### src/rtl/pdm_decimator.sv
// +--------------------------------------------------------------------------+
// | pdm_decimator : order-2 CIC decimator, 1-bit PDM stream to offset PCM     |
// | Revision 1.0 : initial release                                           |
// +--------------------------------------------------------------------------+
`default_nettype none

module pdm_decimator #(
  parameter int BITDEPTH   = 14,
  parameter int DECIM_LOG2 = 8
) (
  input  logic                clk,
  input  logic                rst,
  input  logic                pdm_in,
  output logic [BITDEPTH-1:0] pcm,
  output logic                pcm_valid
);

  localparam int W = 2*DECIM_LOG2 + 1;

  logic                  r_sync1;
  logic                  r_x;
  logic [W-1:0]          r_i1;
  logic [W-1:0]          r_i2;
  logic [W-1:0]          r_i2_prev;
  logic [W-1:0]          r_c1;
  logic [W-1:0]          r_c1_prev;
  logic [W-1:0]          r_c2;
  logic [DECIM_LOG2-1:0] r_phase;
  logic [1:0]            r_prime;
  logic                  r_v1;
  logic                  r_v2;
  logic                  w_tick;
  logic [BITDEPTH-1:0]   w_pcm;

  assign w_tick = (r_phase == {DECIM_LOG2{1'b1}});

  // The top bit of c2 set means full scale (c2 == 2**(2*DECIM_LOG2)) or above.
  assign w_pcm = r_c2[W-1] ? {BITDEPTH{1'b1}}
                           : r_c2[2*DECIM_LOG2-1 -: BITDEPTH];

  // Synchronizer, integrators and phase counter; integrators wrap freely.
  always_ff @(posedge clk) begin
    if (rst) begin
      r_sync1 <= 1'b0;
      r_x     <= 1'b0;
      r_i1    <= '0;
      r_i2    <= '0;
      r_phase <= '0;
    end else begin
      r_sync1 <= pdm_in;
      r_x     <= r_sync1;
      r_i1    <= r_i1 + W'(r_x);
      r_i2    <= r_i2 + r_i1;
      r_phase <= r_phase + DECIM_LOG2'(1);
    end
  end

  // Comb stages at the decimated rate, one pipeline edge each.
  always_ff @(posedge clk) begin
    if (rst) begin
      r_v1      <= 1'b0;
      r_v2      <= 1'b0;
      r_c1      <= '0;
      r_c2      <= '0;
      r_i2_prev <= '0;
      r_c1_prev <= '0;
    end else begin
      r_v1 <= w_tick;
      r_v2 <= r_v1;
      if (w_tick) begin
        r_c1      <= r_i2 - r_i2_prev;
        r_i2_prev <= r_i2;
      end
      if (r_v1) begin
        r_c2      <= r_c1 - r_c1_prev;
        r_c1_prev <= r_c1;
      end
    end
  end

  // Output stage; the first two samples carry unprimed comb history.
  always_ff @(posedge clk) begin
    if (rst) begin
      r_prime   <= 2'd0;
      pcm       <= '0;
      pcm_valid <= 1'b0;
    end else begin
      pcm_valid <= 1'b0;
      if (r_v2) begin
        if (r_prime == 2'd2) begin
          pcm       <= w_pcm;
          pcm_valid <= 1'b1;
        end else begin
          r_prime <= r_prime + 2'd1;
        end
      end
    end
  end

endmodule

`default_nettype wire

### config.mk
export PLATFORM = sky130hd
export DESIGN_NAME = pdm_decimator
export DESIGN_NICKNAME = d
export VERILOG_FILES = /design/src/rtl/pdm_decimator.sv
export SDC_FILE = /design/constraint.sdc
export NUM_CORES = 1
export LEC_CHECK = 0
export CAP_MARGIN = 20
export CORE_AREA = 2 2 154 141
export CTS_CLUSTER_SIZE = 10
export DETAILED_ROUTE_END_ITERATION = 8
export DIE_AREA = 0 0 156 143
export GPL_TIMING_DRIVEN = 0
export PLACE_DENSITY = 0.54
export SLEW_MARGIN = 0
export SYNTH_ARGS = -nofsm -noshare
export SYNTH_HDL_FRONTEND = slang
export SYNTH_SLANG_ARGS = --single-unit
### constraint.sdc
create_clock -name clk -period 5.6 [get_ports clk]
set_clock_uncertainty 0.15 [all_clocks]
set_input_delay 1.12 -clock clk [delete_from_list [all_inputs] [get_ports clk]]
set_output_delay 1.12 -clock clk [all_outputs]
set_load 0.01 [all_outputs]
### Word level (Yosys, flattened, before mapping)

Cells that the tools add are included.

* add/sub/neg operators: 6
* multiply operators: 0
* div/mod/pow operators: 0
* order comparisons: 0
* equal/unequal tests: 2
* shifts and indexed selects: 0
* muxes and demuxes: 2
* bitwise logic cells: 2
* reductions and logical operators: 3

Operators with widths (number)
* $sub 17x17->17: 2
* $add 17x1->17: 1
* $add 17x17->17: 1
* $mux 14: 1
* $add 8x1->8 const B: 1
* $eq 8x8->1 const B: 1
* $reduce_and 2->1: 2
* $add 2x1->2 const B: 1
* $eq 2x2->1 const B: 1
* $not 1->1: 2
* $reduce_or 2->1: 1
* $mux 1: 1

* flip-flop bits (word level): 131
* latch bits: 0
* RAM bits: 0
* bits in read-only memories: 0
* bits of input ports: 3
* output and inout bits: 15
* logic and storage cells: 29
* memories kept: 0

### Depth between registers and ports, before layout

* depth in word-level cells: 3
* depth in mapped cells: 9
* depth with buffers taken out: 9

### Least setup slack after synthesis

No wires, ideal clock.

* path kind: input to register
* from: input port rst
* to: register r_c1[3]
* library setup time: 0.128 ns
* data arrival time: 2.111 ns
* data required time: 5.322 ns
* setup slack: 3.212 ns
* stages: 5
* path buffers: 4
* cells stage by stage: buf_6 -> clkbuf_1 -> buf_1 -> clkbuf_1 -> nor2_1

RTL lines
* start, declared: line 12 `input logic rst,`
* end signal, assigned: line 71 `r_c1 <= r_i2 - r_i2_prev;`
* end, declared: line 25 `logic [W-1:0] r_c1;`

No word-level cell between the ends.

### Worst setup path in the final report

* from: input port rst
* to: register r_c2[2]

RTL lines
* end signal, assigned: line 75 `r_c2 <= r_c1 - r_c1_prev;`
* end, declared: line 27 `logic [W-1:0] r_c2;`

No word-level cell between the ends.

==> run_results.csv <==
group,metric,value,unit
place,dpl.hpwl,12100,um
finish,syn2layout_area_growth,15.9,%
cts,ctsHtreeMaxLevel,4,
timing,setup_slack,2.60,ns
hold_path,hold_path_class,"reg2reg",
place,placedInstanceArea,7440,um2
global_route,grtUsageTotal,15.4,%
drt,routedWlPerCell,14.5,um
timing,slew_headroom,48.9,%
die,num_rows,50,
cts,cts_tree,"done",
critical_path,arrival,3.12,ns
timing,timing.hold.ws,0.285,ns
drt,vias,5681,
flow_run,maxCapViolations,0,
finish,layout_commonest_cell,"dfxtp_1",
power_and_ir_drop,p_leak,3.12,nW
yosys,synthTopCellsByArea,"dfxtp_1 37%, ha_1 9.2%, nor2_1 5.1%, a21oi_1 3.6%, nand2_1 3.5%",
finish,stdcell_count,1128,
yosys,ys_ff_latch,129,
place,io_buffers,16,
yosys,syn_inst,821,
finish,final_area,8060,um2
die,initial_core_util,33.8,%
power_and_ir_drop,power.share.combinational,4.2,%
finish,drive_gt1_share,5.76,%
hold_path,min_from,"r_sync1",
timing,tightest_slew,0.767,ns
power_and_ir_drop,p_clk_share,53.2,%
global_route,grt_pass1_wl,27200,um
global_route,grt_pass1_vias,5312,
yosys,synthArstFlopShare,0,%
yosys,ys.flop_type,"dfxtp_1",
yosys,synth_area,6950,um2
finish,n_fill_cell,2103,
yosys,yosysTopAreaCell,"dfxtp_1",
power_and_ir_drop,p_per_area,272,nW/um2
power_and_ir_drop,sw_frac_of_total,22.4,%
drt,drtIter0Drc,285,
finish,insertedDiodeCount,0,
die,dieArea,22300,um2
die,die_h,143,um
power_and_ir_drop,seqPwrFrac,42.6,%
yosys,synth_cell_types,69,
finish,fin_util,39.1,%
yosys,avgSynthCellArea,8.47,um2
cts,cts_buffers,17,
cts,cts_setup_buffers,0,
cts,clockRootBuffer,"clkbuf_16",
yosys,yosysSeqAreaShare,37.1,%
place,dp.cells,1097,
critical_path,cp-startpoint,"rst",
die,core-area,20600,um2
drt,ant_nets,0,
yosys,synth-edff-count,0,
finish,most-common-layout-cells,"129 x dfxtp_1, 95 x nor2_1, 65 x nand2_1",
run_status,outcome,"completed",
critical_path,worst-path-max-fanout,10,
power_and_ir_drop,vdd_drop_max,0.223,mV
finish,num-nets-final,912,
power_and_ir_drop,report.power.total,2.19,mW
power_and_ir_drop,intPower,1.70,mW
timing,timing.final.hold_violations,0,
cts,clk_pin_slew,0.06,ns
timing,timing.fmax,334,MHz
die,boundaryPins,18,
cts,hold_buffers,0,
drt,drc,0,
yosys,syn-num-nets,877,
critical_path,critPathKind,"in2reg",
cts,postCtsResizedCells,0,
yosys,yosysTopAreaCellShare,37.1,%
place,gp_congestion,0.828,
timing,slew_violations,0,
yosys,yosysWarnings,0,
die,die_width,156,um
critical_path,endpoint_kind,"flip-flop",
global_route,antenna_found_initial,0,
critical_path,cp.required,5.72,ns
timing,fin_crit,3.00,ns
power_and_ir_drop,p_sw,0.490,mW
timing,post-route-period-util,53.5,%
critical_path,rr_startpoint,"r_i2[0]",
timing,tns,0,ns
finish,regArea,2580,um2
global_route,grt_max_degree,17,
critical_path,startpoint_type,"primary input",
drt,via_per_inst,5.04,
cts,cts_max_path_buffers,2,
cts,clkSinkCount,129,
drt,drt-total-wl,16300,um
timing,setup_viol,0,
finish,multiInputGateArea,4030,um2
timing,rsz0062_at_grt,"no",
global_route,gr-total-overflow,0,
drt,dr.pass1.iters,4,
place,preCtsSetupSlack,2.15,ns
cts,clk_latency,0.42,ns
[cell families after synthesis]
group / after synthesis / share of synthesized area (%)
buffers and inverters: 84 / 4.84
XOR/XNOR: 39 / 4.91
AO/OA/AOI/OAI: 193 / 19.3
AND/OR/NAND/NOR: 300 / 20.8
flip-flops: 129 / 37.1
multiplexers: 23 / 3.31
adder cells (fa/ha/maj): 53 / 9.75
[worst paths after layout]
kind / endpoint / cells after the start / slack, ns
setup / recovery: r_c2[2] / 5 / 2.60
hold / removal: r_x / 1 / 0.29
setup reg to reg: r_c1[16] / 9 / 2.94
hold reg to reg: r_x / 1 / 0.29
[sequential cells by signal, indices dropped and copies added, names as in the netlist]
signal	cells
pcm	14
pcm_valid	1
r_c1	17
r_c1_prev	17
r_c2	15
r_i1	17
r_i2	17
r_i2_prev	17
r_phase	8
r_prime	2
r_sync1	1
r_v1	1
r_v2	1
r_x	1
[cells in the mapped netlist, types with 20 or more instances]
cell type	number
xor2_1	23
mux2i_1	23
inv_1	47
o21ai_0	27
ha_1	51
dfxtp_1	129
clkbuf_1	23
nand3_1	21
nor2_1	95
a21o_1	20
a21oi_1	50
nor3_1	37
nand2_1	65
[worst max-delay path, stage by stage]
cell      delay, ns
buf_6          0.12
clkbuf_1       0.50
clkbuf_1       0.61
buf_1          0.64
nor2_1         0.11
[final cells by class]
type,instances,share of cell area (%)
Multi-Input combinational cell,608,50.1
Tap cell,260,4.04
Timing Repair Buffer,16,1.99
Sequential cell,129,32.1
Clock inverter,13,2.35
Clock buffer,18,5.33
Buffer,36,1.94
Inverter,48,2.24
[power by group through the flow]
stage	Sequential [mW]	Clock, mW	Combinational (mW)
after CTS	0.933	1.19	0.0912
after detailed placement	0.953	0	0.0905
final	0.933	1.17	0.0915
after global routing	0.934	1.24	0.102
after global placement	0.953	0	0.0916
after floorplan	0.951	0	0.0647
[per-layer routing]
| metal | share of wire, % | track usage [%] |
|---|---|---|
| met3 | 2.7 | 3.73 |
| met5 | 0 | 0 |
| met4 | 0.82 | 4.20 |
| met2 | 43 | 24.5 |
| met1 | 53 | 21.0 |
Note: power is estimated with default switching activity, not from simulation.
